## config.mk

```make
export PLATFORM = sky130hd
export DESIGN_NAME = fir_coef_loader_flat
export DESIGN_NICKNAME = d
export VERILOG_FILES = /design/src/rtl/fir_coef_loader_if.sv /design/src/rtl/fir_coef_loader.sv /design/src/flat_wrapper.sv
export SDC_FILE = /design/constraint.sdc
export NUM_CORES = 1
export LEC_CHECK = 0
export BUFFER_PORTS_ARGS = -buffer_cell sky130_fd_sc_hd__buf_2
export CORE_UTILIZATION = 50
export DETAILED_ROUTE_END_ITERATION = 6
export PLACE_DENSITY = 0.74
export SYNTH_ARGS = -nofsm -noshare
export SYNTH_HDL_FRONTEND = slang
export SYNTH_SLANG_ARGS = --single-unit
```

## constraint.sdc

```tcl
create_clock -name clk -period 2.2 [get_ports clk]
set_clock_uncertainty 0.15 [all_clocks]
set_input_delay 0.44 -clock clk [delete_from_list [all_inputs] [get_ports clk]]
set_output_delay 0.44 -clock clk [all_outputs]
set_load 0.01 [all_outputs]
```

## src/rtl/fir_coef_loader_if.sv

```systemverilog
// Byte-stream input and filter-bank coefficient port of the FIR coefficient loader.
interface fir_coef_loader_if;
    logic       frame_start;
    logic       byte_valid;
    logic [7:0] byte_data;
    logic       byte_ready;
    logic [5:0] coef_select;
    logic       coefs_per_tap_msb;
    logic [7:0] coefs_per_tap_lsb;
    logic       coef_addr_rst;
    logic [7:0] coef_wr_msb_data;
    logic [7:0] coef_wr_lsb_data;
    logic       coefficient_wr_en;
    logic       busy;
    logic       done;
    logic       error;

    modport master (
        input  frame_start, byte_valid, byte_data,
        output byte_ready, coef_select, coefs_per_tap_msb, coefs_per_tap_lsb,
               coef_addr_rst, coef_wr_msb_data, coef_wr_lsb_data,
               coefficient_wr_en, busy, done, error
    );

    modport slave (
        output frame_start, byte_valid, byte_data,
        input  byte_ready, coef_select, coefs_per_tap_msb, coefs_per_tap_lsb,
               coef_addr_rst, coef_wr_msb_data, coef_wr_lsb_data,
               coefficient_wr_en, busy, done, error
    );
endinterface

```

## src/rtl/fir_coef_loader.sv

```systemverilog
// Parses a byte-framed coefficient upload and writes it into the FIR bank,
// spacing write strobes so the bank's delayed address increment completes.
module fir_coef_loader #(
    parameter int unsigned NUM_FILTERS = 4,
    parameter int unsigned WR_GAP      = 6
) (
    input  logic             clk,
    input  logic             reset_n,
    fir_coef_loader_if.master bus
);
    localparam int unsigned GAP_W = $clog2(WR_GAP) + 1;
    localparam int unsigned TAP_W = 9;

    typedef enum logic [3:0] {
        IDLE, SEL, CPT_H, CPT_L, ARST, C_MSB, C_LSB, WRITE, GAP, FIN
    } state_t;

    state_t             state, state_d;
    logic [TAP_W-1:0]   tap_q, tap_d;
    logic [GAP_W-1:0]   gap_q, gap_d;
    logic [5:0]         sel_q, sel_d;
    logic               cpt_msb_q, cpt_msb_d;
    logic [7:0]         cpt_lsb_q, cpt_lsb_d;
    logic [7:0]         msb_q, msb_d, lsb_q, lsb_d;
    logic               err_q, err_d;
    logic               ready_q, ready_d, busy_q, busy_d, done_q, done_d;
    logic               arst_q, arst_d, wr_q, wr_d;
    logic               accept;

    // frame_start takes priority over a byte offered in the same cycle
    assign bus.byte_ready = ready_q & ~bus.frame_start;
    assign accept         = bus.byte_valid & bus.byte_ready;

    always_comb begin
        state_d   = state;
        tap_d     = tap_q;
        gap_d     = gap_q;
        sel_d     = sel_q;
        cpt_msb_d = cpt_msb_q;
        cpt_lsb_d = cpt_lsb_q;
        msb_d     = msb_q;
        lsb_d     = lsb_q;
        err_d     = err_q;

        if (bus.frame_start) begin
            state_d = SEL;
            err_d   = 1'b0;
        end else begin
            case (state)
                IDLE: ;
                SEL: if (accept) begin
                    if (32'(bus.byte_data[5:0]) >= NUM_FILTERS) begin
                        err_d   = 1'b1;
                        state_d = IDLE;
                    end else begin
                        sel_d   = bus.byte_data[5:0];
                        state_d = CPT_H;
                    end
                end
                CPT_H: if (accept) begin
                    cpt_msb_d = bus.byte_data[0];
                    state_d   = CPT_L;
                end
                CPT_L: if (accept) begin
                    cpt_lsb_d = bus.byte_data;
                    if ({cpt_msb_q, bus.byte_data} == 9'd0) begin
                        err_d   = 1'b1;
                        state_d = IDLE;
                    end else begin
                        state_d = ARST;
                    end
                end
                ARST: begin
                    tap_d   = '0;
                    state_d = C_MSB;
                end
                C_MSB: if (accept) begin
                    msb_d   = bus.byte_data;
                    state_d = C_LSB;
                end
                C_LSB: if (accept) begin
                    lsb_d   = bus.byte_data;
                    state_d = WRITE;
                end
                WRITE: begin
                    tap_d   = tap_q + 9'd1;
                    gap_d   = GAP_W'(WR_GAP - 2);
                    state_d = GAP;
                end
                GAP: begin
                    if (gap_q == '0) begin
                        state_d = (tap_q == {cpt_msb_q, cpt_lsb_q}) ? FIN : C_MSB;
                    end else begin
                        gap_d = gap_q - 1'b1;
                    end
                end
                FIN:     state_d = IDLE;
                default: state_d = IDLE;
            endcase
        end

        // Registered outputs are decoded from the state being entered
        ready_d = (state_d == SEL) || (state_d == CPT_H) || (state_d == CPT_L) ||
                  (state_d == C_MSB) || (state_d == C_LSB);
        busy_d  = (state_d != IDLE);
        done_d  = (state_d == FIN);
        arst_d  = (state_d == ARST);
        wr_d    = (state_d == WRITE);
    end

    always_ff @(posedge clk) begin
        if (!reset_n) begin
            state     <= IDLE;
            tap_q     <= '0;
            gap_q     <= '0;
            sel_q     <= '0;
            cpt_msb_q <= 1'b0;
            cpt_lsb_q <= '0;
            msb_q     <= '0;
            lsb_q     <= '0;
            err_q     <= 1'b0;
            ready_q   <= 1'b0;
            busy_q    <= 1'b0;
            done_q    <= 1'b0;
            arst_q    <= 1'b0;
            wr_q      <= 1'b0;
        end else begin
            state     <= state_d;
            tap_q     <= tap_d;
            gap_q     <= gap_d;
            sel_q     <= sel_d;
            cpt_msb_q <= cpt_msb_d;
            cpt_lsb_q <= cpt_lsb_d;
            msb_q     <= msb_d;
            lsb_q     <= lsb_d;
            err_q     <= err_d;
            ready_q   <= ready_d;
            busy_q    <= busy_d;
            done_q    <= done_d;
            arst_q    <= arst_d;
            wr_q      <= wr_d;
        end
    end

    assign bus.coef_select       = sel_q;
    assign bus.coefs_per_tap_msb = cpt_msb_q;
    assign bus.coefs_per_tap_lsb = cpt_lsb_q;
    assign bus.coef_addr_rst     = arst_q;
    assign bus.coef_wr_msb_data  = msb_q;
    assign bus.coef_wr_lsb_data  = lsb_q;
    assign bus.coefficient_wr_en = wr_q;
    assign bus.busy              = busy_q;
    assign bus.done              = done_q;
    assign bus.error             = err_q;
endmodule

```

## src/flat_wrapper.sv

```systemverilog
// flat-port wrapper written by rule: the top's interface ports become plain ports
module fir_coef_loader_flat 
#(
    parameter int unsigned NUM_FILTERS = 4,
    parameter int unsigned WR_GAP      = 6
)
  (clk, reset_n, bus_frame_start, bus_byte_valid, bus_byte_data, bus_byte_ready, bus_coef_select, bus_coefs_per_tap_msb, bus_coefs_per_tap_lsb, bus_coef_addr_rst, bus_coef_wr_msb_data, bus_coef_wr_lsb_data, bus_coefficient_wr_en, bus_busy, bus_done, bus_error);
  fir_coef_loader_if bus_i ();
  input  logic clk;
  input  logic reset_n;
  input wire logic [$bits(bus_i.frame_start)-1:0] bus_frame_start;
  input wire logic [$bits(bus_i.byte_valid)-1:0] bus_byte_valid;
  input wire logic [$bits(bus_i.byte_data)-1:0] bus_byte_data;
  output wire logic [$bits(bus_i.byte_ready)-1:0] bus_byte_ready;
  output wire logic [$bits(bus_i.coef_select)-1:0] bus_coef_select;
  output wire logic [$bits(bus_i.coefs_per_tap_msb)-1:0] bus_coefs_per_tap_msb;
  output wire logic [$bits(bus_i.coefs_per_tap_lsb)-1:0] bus_coefs_per_tap_lsb;
  output wire logic [$bits(bus_i.coef_addr_rst)-1:0] bus_coef_addr_rst;
  output wire logic [$bits(bus_i.coef_wr_msb_data)-1:0] bus_coef_wr_msb_data;
  output wire logic [$bits(bus_i.coef_wr_lsb_data)-1:0] bus_coef_wr_lsb_data;
  output wire logic [$bits(bus_i.coefficient_wr_en)-1:0] bus_coefficient_wr_en;
  output wire logic [$bits(bus_i.busy)-1:0] bus_busy;
  output wire logic [$bits(bus_i.done)-1:0] bus_done;
  output wire logic [$bits(bus_i.error)-1:0] bus_error;
  assign bus_i.frame_start = bus_frame_start;
  assign bus_i.byte_valid = bus_byte_valid;
  assign bus_i.byte_data = bus_byte_data;
  assign bus_byte_ready = bus_i.byte_ready;
  assign bus_coef_select = bus_i.coef_select;
  assign bus_coefs_per_tap_msb = bus_i.coefs_per_tap_msb;
  assign bus_coefs_per_tap_lsb = bus_i.coefs_per_tap_lsb;
  assign bus_coef_addr_rst = bus_i.coef_addr_rst;
  assign bus_coef_wr_msb_data = bus_i.coef_wr_msb_data;
  assign bus_coef_wr_lsb_data = bus_i.coef_wr_lsb_data;
  assign bus_coefficient_wr_en = bus_i.coefficient_wr_en;
  assign bus_busy = bus_i.busy;
  assign bus_done = bus_i.done;
  assign bus_error = bus_i.error;
  fir_coef_loader #(.NUM_FILTERS(NUM_FILTERS), .WR_GAP(WR_GAP)) u_core (.clk(clk), .reset_n(reset_n), .bus(bus_i));
endmodule
```

# Yosys cells after proc, flatten, opt, wreduce, memory -nomap -nowiden
# Index checks and enable logic that the tools add are counted.
dict set report op_classes {
  bitwise_logic 5
  n_reduce_logical 20
  n_div 0
  add_sub_neg 2
  n_eq_ne 22
  magnitude_cmp 1
  mux 19
  multipliers 0
  n_shift 0
}
# operator count
set ops {}
lappend ops {{$mux W4} 9}
lappend ops {{$pmux W4 S9} 1}
lappend ops {{$eq A4 B3 Y1 const B} 8}
lappend ops {{$pmux W9 S2} 1}
lappend ops {{$eq A4 B2 Y1 const B} 4}
lappend ops {{$reduce_and A3 Y1} 5}
lappend ops {{$add A9 B1 Y9 const B} 1}
lappend ops {{$eq A9 B9 Y1} 1}
lappend ops {{$logic_not A9 Y1} 1}
lappend ops {{$eq A4 B1 Y1 const B} 2}
lappend ops {{$eq A4 B4 Y1 const B} 2}
lappend ops {{$logic_not A4 Y1} 2}
lappend ops {{$ne A2 B1 Y1 const B} 4}
lappend ops {{$pmux W4 S2} 1}
lappend ops {{$ge A6 B3 Y1 const B} 1}
lappend ops {{$reduce_bool A2 Y1} 3}
lappend ops {{$reduce_and A5 Y1} 1}
lappend ops {{$logic_or A1 B1 Y1} 4}
lappend ops {{$mux W1} 4}
lappend ops {{$reduce_and A4 Y1} 1}
lappend ops {{$reduce_bool A4 Y1} 1}
lappend ops {{$sub A4 B1 Y4 const B} 1}
lappend ops {{$mux W3} 1}
lappend ops {{$not A1 Y1} 3}
lappend ops {{6 further kinds} 7}
dict set report word_totals {
  rom_bits 0
  wordCells 83
  regBits 54
  n_memories 0
  mem_bits_rw 0
  latchBits 0
}

# Logic depth before layout (Yosys ltp)
# Gate-level depths: netlist (run 1).
dict set report depth {
  ltp_word 11
  mapped_depth 8
}

# Least setup slack after synthesis (run 1)
# OpenSTA, ideal clock, no wires.
dict set report synth_timing {
  kind {register to register}
  from {register u_core.state[2]}
  to {register u_core.gap_q[3]}
  path_stages_with_launch 8
  setup_slack_ns 0.169
  t_arrival_ns 1.759
  required_ns 1.928
  cell_sequence {dfxtp_1 -> buf_6 -> or4b_4 -> or3_4 -> nor2b_4 -> nor4_4 -> xnor2_1 -> nor3_2}
}
dict set report synth_between {
  elab_chain_len 3
}
# element line
set synth_lines {}
lappend synth_lines {{start: declaration} fir_coef_loader.sv:18} ;# state_t state, state_d;
lappend synth_lines {{start signal: assignment} fir_coef_loader.sv:128} ;# state <= state_d;
lappend synth_lines {{$eq A4 B4 Y1 or $eq A4 B3 Y1 (tied branches)} fir_coef_loader.sv:49} ;# case (state)
lappend synth_lines {{$ne A2 B2 Y1 (no source line) or $reduce_bool A2 Y1 (tied branches)} -}
lappend synth_lines {{$reduce_and A3 Y1 (no source line)} -}
lappend synth_lines {{end signal: assignment} fir_coef_loader.sv:130} ;# gap_q <= gap_d;
lappend synth_lines {{end: declaration} fir_coef_loader.sv:20} ;# logic [GAP_W-1:0] gap_q, gap_d;
# Parallel ways exist; a longest one is shown, timed or not.
# A chain may end at the register's enable or synchronous reset.

# Worst setup path in the final report (run 1)
dict set report layout_timing {
  from {register u_core.gap_q[0]}
  to {register u_core.gap_q[3]}
}
dict set report layout_between {
  elab_chain_len 3
}
# element line
set layout_lines {}
lappend layout_lines {{$sub A4 B1 Y4 or $logic_not A4 Y1 (tied branches)} {fir_coef_loader.sv:94, fir_coef_loader.sv:91}}
lappend layout_lines {{$mux W4 or $ne A2 B2 Y1 (tied branches)} -}
lappend layout_lines {{$pmux W4 S2 or $reduce_and A3 Y1 (tied branches)} -}
# Parallel ways exist; a longest one is shown, timed or not. The select of a mux whose other input is x is not followed.

==> run metrics, run 1 <==
most frequent cells in the layout=53 x dfxtp_1, 48 x buf_2, 43 x nor2_1; r2r setup slk=between 150 and 200 ps; post-route ant nets=0; post-synthesis sequential area ratio=between 40 and 50%; initial core utilization=between 50% and 60%; CTS root buf=clkbuf_8; post_cts resized=0; ys flop type=dfxtp_1; worst path required time=~2300 ps; max incr delay on CP=~440 ps; Sw Share=roughly a quarter; Post-Place Worst Slack=101 ps; outcome=finished clean; met1 WL=2390 um; internal cell power=between 1000 and 1500 uW; ratio of cells with drive above 1 in the final layout=a little over a quarter; CORE AREA=between 0.004 and 0.005 mm^2; cts hold-fix bufs=0; hpwl dp=between 3000 and 4000 um; FF+latch area=0.00108 mm^2; Yosys top cell area share=about 47%; Power Dens Cells=around 600 mW/mm^2; commonest non-fill, non-tap cell in the layout=dfxtp_1; Antenna diodes=0; final worst slack=~160 ps; fillcell total=~380; pin slew with the least headroom to its limit=around 340 ps; Tmin final=approximately 2000 ps; CP Cell Sequence=inv_1 > ha_1 > nor3b_1 > or3_4 > nor2b_4 > nor4_4 > xnor2_1 > nor3_2; Vias/cell=around 5.3; Hold WC Path Type=input port to flip-flop; post-synthesis instance area=0.00231 mm^2; Yosys top cell by area=dfxtp_1; maxcap violations=0; routed vias=about 1,900; Worst Setup End Kind=flip-flop; async set-reset flop share out of synthesis=0%; final worst path period share=around 93%; grt ovf=0; CP Launch Type=flip-flop; combinational fraction of design power=under 10%; DR DRC count=0; Synth cell types=46; Rel. slew slack=between 70% and 80%; buffers added on ports=48; overall routing resource usage=20.4%; H-tree Lvls=2; CTS buffer count=5; routed len/inst=roughly 14 um; vias in the first global route=roughly 1,700; largest net degree at the start of global routing=22; Final setup viols=0; overall power=between 1500 and 2000 uW; routed wl met3=between 150 and 200 um; Longest Clk Path Bufs=2; final WL=roughly 4900 um; Synth-to-Final Area Change=20.4%; Reg power frac=60.2%; CP Class=flip-flop to flip-flop; Crit Path Max Fanout=4; syn avg cell area=9.43 um^2; RSZ-0062 raised after global routing=no; Arr. time, crit path=2100 ps; FF+latch count, synth=54; Synth Instances=245; first-pass GRT wire length=roughly 8000 um; Ports=just under 50; Leak=around 0.0013 uW; TritonCTS clock tree=yes; Synth warnings=0; Clk pwr share=a little over a third; area of the multi-input gates=about 0.0012 mm^2; die footprint=around 0.0049 mm^2; Clock Sinks=54; Max Used Layer=met4; Post-CTS Setup Repair Bufs=0; Placement Rows=24; Worst-path clk slew=approximately 100 ps; met2 WL=2230 um; Synth area leaders=dfxtp_1 47%, mux2i_1 13%, nor2_1 7.0%; drt pass-1 iters=4; Die H=approximately 70 um; NetSw=approximately 400 uW; synthesized net count=between 200 and 300; Clk Latency, worst-skew pair=roughly 310 ps; layout net count=around 320; Post-synth EDFFs=0; initial antenna violation count=0; RD Place Congestion=0.889; Die X=70.0 um; Initial DRC Count=between 80 and 90; Fmax=~0.49 GHz; setup_tns=0 ps; final hold viol count=0; maximum VDD drop=around 0.00043 V; Slowest-stage cell, CP=dfxtp_1; max-slew violations=0
-- final timing paths --
kind / from / endpoint / cells after the start
max: u_core.gap_q[0] / u_core.gap_q[3] / 8
min: bus_byte_data[2] / u_core.bus.coef_wr_lsb_data[2] / 3
max reg2reg: u_core.gap_q[0] / u_core.gap_q[3] / 8
min reg2reg: u_core.bus.coef_select[3] / u_core.bus.coef_select[3] / 1
-- Yosys cell counts, drive strengths merged, types with 2 or more instances --
cell and count:
nand3b 3, dfxtp 54, or3 3, nand4 2
mux2i 29, nor4 3, and2 5, nand3 8
nand2 8, and3 6, nor3b 3, nor2 44
buf 3, o21ai 7, nor2b 4, inv 6
a21oi 7, xor2 4, xnor2 12, clkbuf 7
ha 2, nor3 10
-- metrics by stage --
stage | area, um^2 | hold WS, ps | instances | utilization (%)
5_1_grt | 2780 | 275 | 358 | 63.4
4_1_cts | 2780 | 261 | 358 | 63.4
6_report | 2780 | 272 | 358 | 63.4
3_3_place_gp | 2690 | 310 | 350 | 61.3
2_1_floorplan | 2310 | 320 | 245 | -
3_5_place_dp | 2690 | 318 | 350 | 61.3
-- per-layer routing --
| layer | track usage [%] | vias to the layer above |
|---|---|---|
| li1 | - | 959 |
| met1 | 27.9 | 873 |
| met2 | 31.8 | 44 |
| met3 | 4.76 | 7 |
| met4 | 6.67 | 0 |
| met5 | 0 | - |
-- power by group through the flow --
stage / Clock [uW] / Sequential, uW / Combinational [uW]
2_1_floorplan: 0 / 1010 / 34.2
3_3_place_gp: 0 / 1010 / 71.3
3_5_place_dp: 0 / 1010 / 72.2
4_1_cts: 582 / 983 / 72.9
5_1_grt: 618 / 983 / 79.8
6_report: 577 / 983 / 72.9
-- state kept, by name (all words and copies together), names as in the netlist, 4 cells and up --
| register | cells |
|---|---|
| u_core.bus.coef_select | 6 |
| u_core.bus.coef_wr_lsb_data | 8 |
| u_core.bus.coef_wr_msb_data | 8 |
| u_core.bus.coefs_per_tap_lsb | 8 |
| u_core.gap_q | 4 |
| u_core.state | 4 |
| u_core.tap_q | 9 |
-- final cells by class --
type                    instances  area share, %
clock buffers                   5           2.47
multi-input cells             175           41.9
inverters                       6          0.810
repair buffers                 63           12.7
clock inverters                 3          0.900
flip-flops and latches         54           38.9
well taps                      52           2.34
-- cell families (layout without fill, tap and decap cells) --
family	Yosys count	in the layout	synth area share, %
XOR/XNOR	16	16	6.06
multiplexers	29	29	12.6
AND/OR/NAND/NOR	105	105	24.3
buffers and inverters	16	77	3.03
AO/OA/AOI/OAI	23	23	6.17
flip-flops	54	54	46.8
adder cells (fa/ha/maj)	2	2	1.08
-- worst max-delay path: cells and delay by family (launching register included) --
kind / cells / cell delay (ps)
xor+xnor: 1 / 170
simple gates: 5 / 890
buf+inv: 1 / 70
fa+ha+maj: 1 / 210
flops: 1 / 440
Note: power is estimated with default switching activity, not from simulation.
==> run 2, diff against run 1 <==
--- a/config.mk
+++ b/config.mk
@@ -8,7 +8,7 @@
 export BUFFER_PORTS_ARGS = -buffer_cell sky130_fd_sc_hd__buf_2
 export CORE_UTILIZATION = 50
 export DETAILED_ROUTE_END_ITERATION = 6
-export PLACE_DENSITY = 0.74
+export PLACE_DENSITY_LB_ADDON = 0.12
 export SYNTH_ARGS = -nofsm -noshare
 export SYNTH_HDL_FRONTEND = slang
 export SYNTH_SLANG_ARGS = --single-unit
==> run 2 against run 1 <==
Compared with the run above: critical path depth did not move; non-clock buffer count did not move; combinational power fell by 1%; first-iteration DRC count fell by 18%; total power barely moved; largest cell class unchanged; sequential share of layout area fell by 0.097 points.
==> run metrics, run 2 (synthesis gave the netlist of run 1 again) <==
max reg flops=9 (unchanged); post-route non-filler standard cell count=358 (unchanged); Slowest-stage cell, CP=dfxtp_1 (unchanged); pin slew with the least headroom to its limit=411 ps (was 339 ps); largest net degree at the start of global routing=28 (was 22); worst path required time=2250 ps (about the same); die footprint=0.00490 mm^2 (unchanged); hold worst-path end=u_core.bus.coef_wr_msb_data[2] (was u_core.bus.coef_wr_lsb_data[2]); CTS buffer count=5 (unchanged); Worst Setup End Kind=flip-flop (unchanged); setup_tns=0 ps (unchanged); Placed Instance Area=0.00269 mm^2 (unchanged); Clock Sinks=54 (unchanged); DR DRC count=0 (unchanged); ratio of cells with drive above 1 in the final layout=26.1% (was 26.5%); maximum VDD drop=0.000466 V (was 0.000431 V); Initial DRC Count=68 (was 83); Final setup viols=0 (unchanged); initial antenna violation count=0 (unchanged); Fmax=0.495 GHz (was 0.489 GHz); Final Cell Area=0.00279 mm^2 (was 0.00278 mm^2); Placement Rows=24 (unchanged); Power Dens Cells=586 mW/mm^2 (was 587 mW/mm^2); H-tree Lvls=2 (unchanged); r2r endpoint=u_core.bus.coef_addr_rst (was u_core.gap_q[3]); Ports=49 (unchanged); routed vias=1,859 (was 1,883); max-slew violations=0 (unchanged); final core occ=63.5% (was 63.4%); RSZ-0062 raised after global routing=no (unchanged); r2r setup slk=180 ps (was 160 ps); CORE AREA=0.00438 mm^2 (unchanged); final hold viol count=0 (unchanged); post-route ant nets=0 (unchanged); Die X=70.0 um (unchanged); CTS root buf=clkbuf_8 (unchanged); hpwl dp=3490 um (was 3590 um); outcome=finished clean (unchanged); buffers plus inverters on the worst setup path=1 (unchanged); Clk Latency, worst-skew pair=300 ps (was 310 ps); drt pass-1 iters=4 (unchanged); initial core utilization=52.7% (unchanged); Arr. time, crit path=2070 ps (was 2100 ps); commonest non-fill, non-tap cell in the layout=dfxtp_1 (unchanged); fillcell total=390 (was 378); CP top delay family=simple AND/OR/NAND/NOR gates (unchanged); CP Launch Type=flip-flop (unchanged); Top reg by flops=u_core.tap_q (unchanged); routed len/inst=13.0 um (was 13.6 um); first-pass GRT wire length=7760 um (was 8030 um); max incr delay on CP=430 ps (was 440 ps); CP Cell Sequence=inv_1 > ha_1 > nor3b_1 > or3_4 > o21ai_1 > a21o_1 > nor3_1 > and2_1 (was inv_1 > ha_1 > nor3b_1 > or3_4 > nor2b_4 > nor4_4 > xnor2_1 > nor3_2); hold wc startpoint=bus_byte_data[2] (unchanged); Leak=0.00126 uW (about the same); cts hold-fix bufs=0 (unchanged); Tmin final=2020 ps (was 2040 ps); Crit Reg-Reg Startpoint=u_core.gap_q[0] (unchanged); overall power=1630 uW (about the same); Vias/cell=5.19 (was 5.26); Hold WC Path Type=input port to flip-flop (unchanged); grt ovf=0 (unchanged); post_cts resized=0 (unchanged); buffers added on ports=48 (unchanged); Synth-to-Final Area Change=20.5% (was 20.4%); vias in the first global route=1,720 (was 1,713); R2R depth=8 (unchanged); most frequent cells in the layout=54 x dfxtp_1, 48 x buf_2, 43 x nor2_1 (was 53 x dfxtp_1, 48 x buf_2, 43 x nor2_1); layout net count=319 (unchanged); hold path cells=3 (unchanged); Rel. slew slack=72.4% (was 77.2%); RD Place Congestion=0.879 (was 0.889); CP Class=flip-flop to flip-flop (unchanged); final worst path period share=91.8% (was 92.9%); maxcap violations=0 (unchanged); dpl cells=350 (unchanged); Crit Path Max Fanout=4 (unchanged); Worst-path clk slew=100 ps (about the same); Post-CTS Setup Repair Bufs=0 (unchanged); Die H=70.0 um (unchanged); Longest Clk Path Bufs=2 (unchanged); overall routing resource usage=19.7% (was 20.4%); final WL=4660 um (was 4870 um); Critical Path Stages=8 (unchanged); TritonCTS clock tree=yes (unchanged); Antenna diodes=0 (unchanged)
run 2: where the power goes:
group	internal, uW	switching (uW)
clock	260	318
combinational	26.3	45.6
sequential	981	2.06
total	1270	365
run 2: how the worst max path moves through the flow:
| stage | to | startpoint |
|---|---|---|
| 2_1_floorplan | u_core.gap_q[3] | u_core.state[2] |
| 5_1_grt | u_core.gap_q[3] | u_core.gap_q[0] |
| 3_5_place_dp | u_core.tap_q[8] | bus_frame_start |
| 6_report | u_core.bus.coef_addr_rst | u_core.gap_q[0] |
| 4_1_cts | u_core.bus.done | u_core.gap_q[0] |
| 3_3_place_gp | u_core.tap_q[8] | bus_frame_start |
run 2: per-layer routing:
layer / global-route usage (%) / part of all wire, % / wire (um) / vias to the layer above
li1: - / - / - / 953
met1: 26.6 / 49 / 2300 / 866
met2: 31.4 / 45 / 2120 / 36
met3: 4.62 / 4.0 / 186 / 4
met4: 6.00 / 0.99 / 46 / 0
met5: 0 / 0 / 0 / -
run 2: layout make-up:
cell class	count	area, um^2	share of cell area [%]
Sequential cell	54	1080	38.8
Timing Repair Buffer	63	353	12.7
Multi-Input combinational cell	175	1160	41.8
Clock inverter	2	16.3	0.584
Tap cell	52	65.1	2.34
Clock buffer	6	82.6	2.96
Inverter	6	22.5	0.809
run 2: worst reg2reg max path: cells and delay by family (launching register included):
family / cells / cell delay, ps
AND/OR/NAND/NOR: 4 / 780
AO/OA/AOI/OAI: 2 / 290
flip-flops: 1 / 430
buffers and inverters: 1 / 70
adder cells (fa/ha/maj): 1 / 210
run 2: stage by stage:
stage	worst slack (ps)	hold WS, ps
after CTS	186	269
after floorplan	169	320
final	180	277
after global routing	72.9	274
after global placement	178	313
after detailed placement	160	318
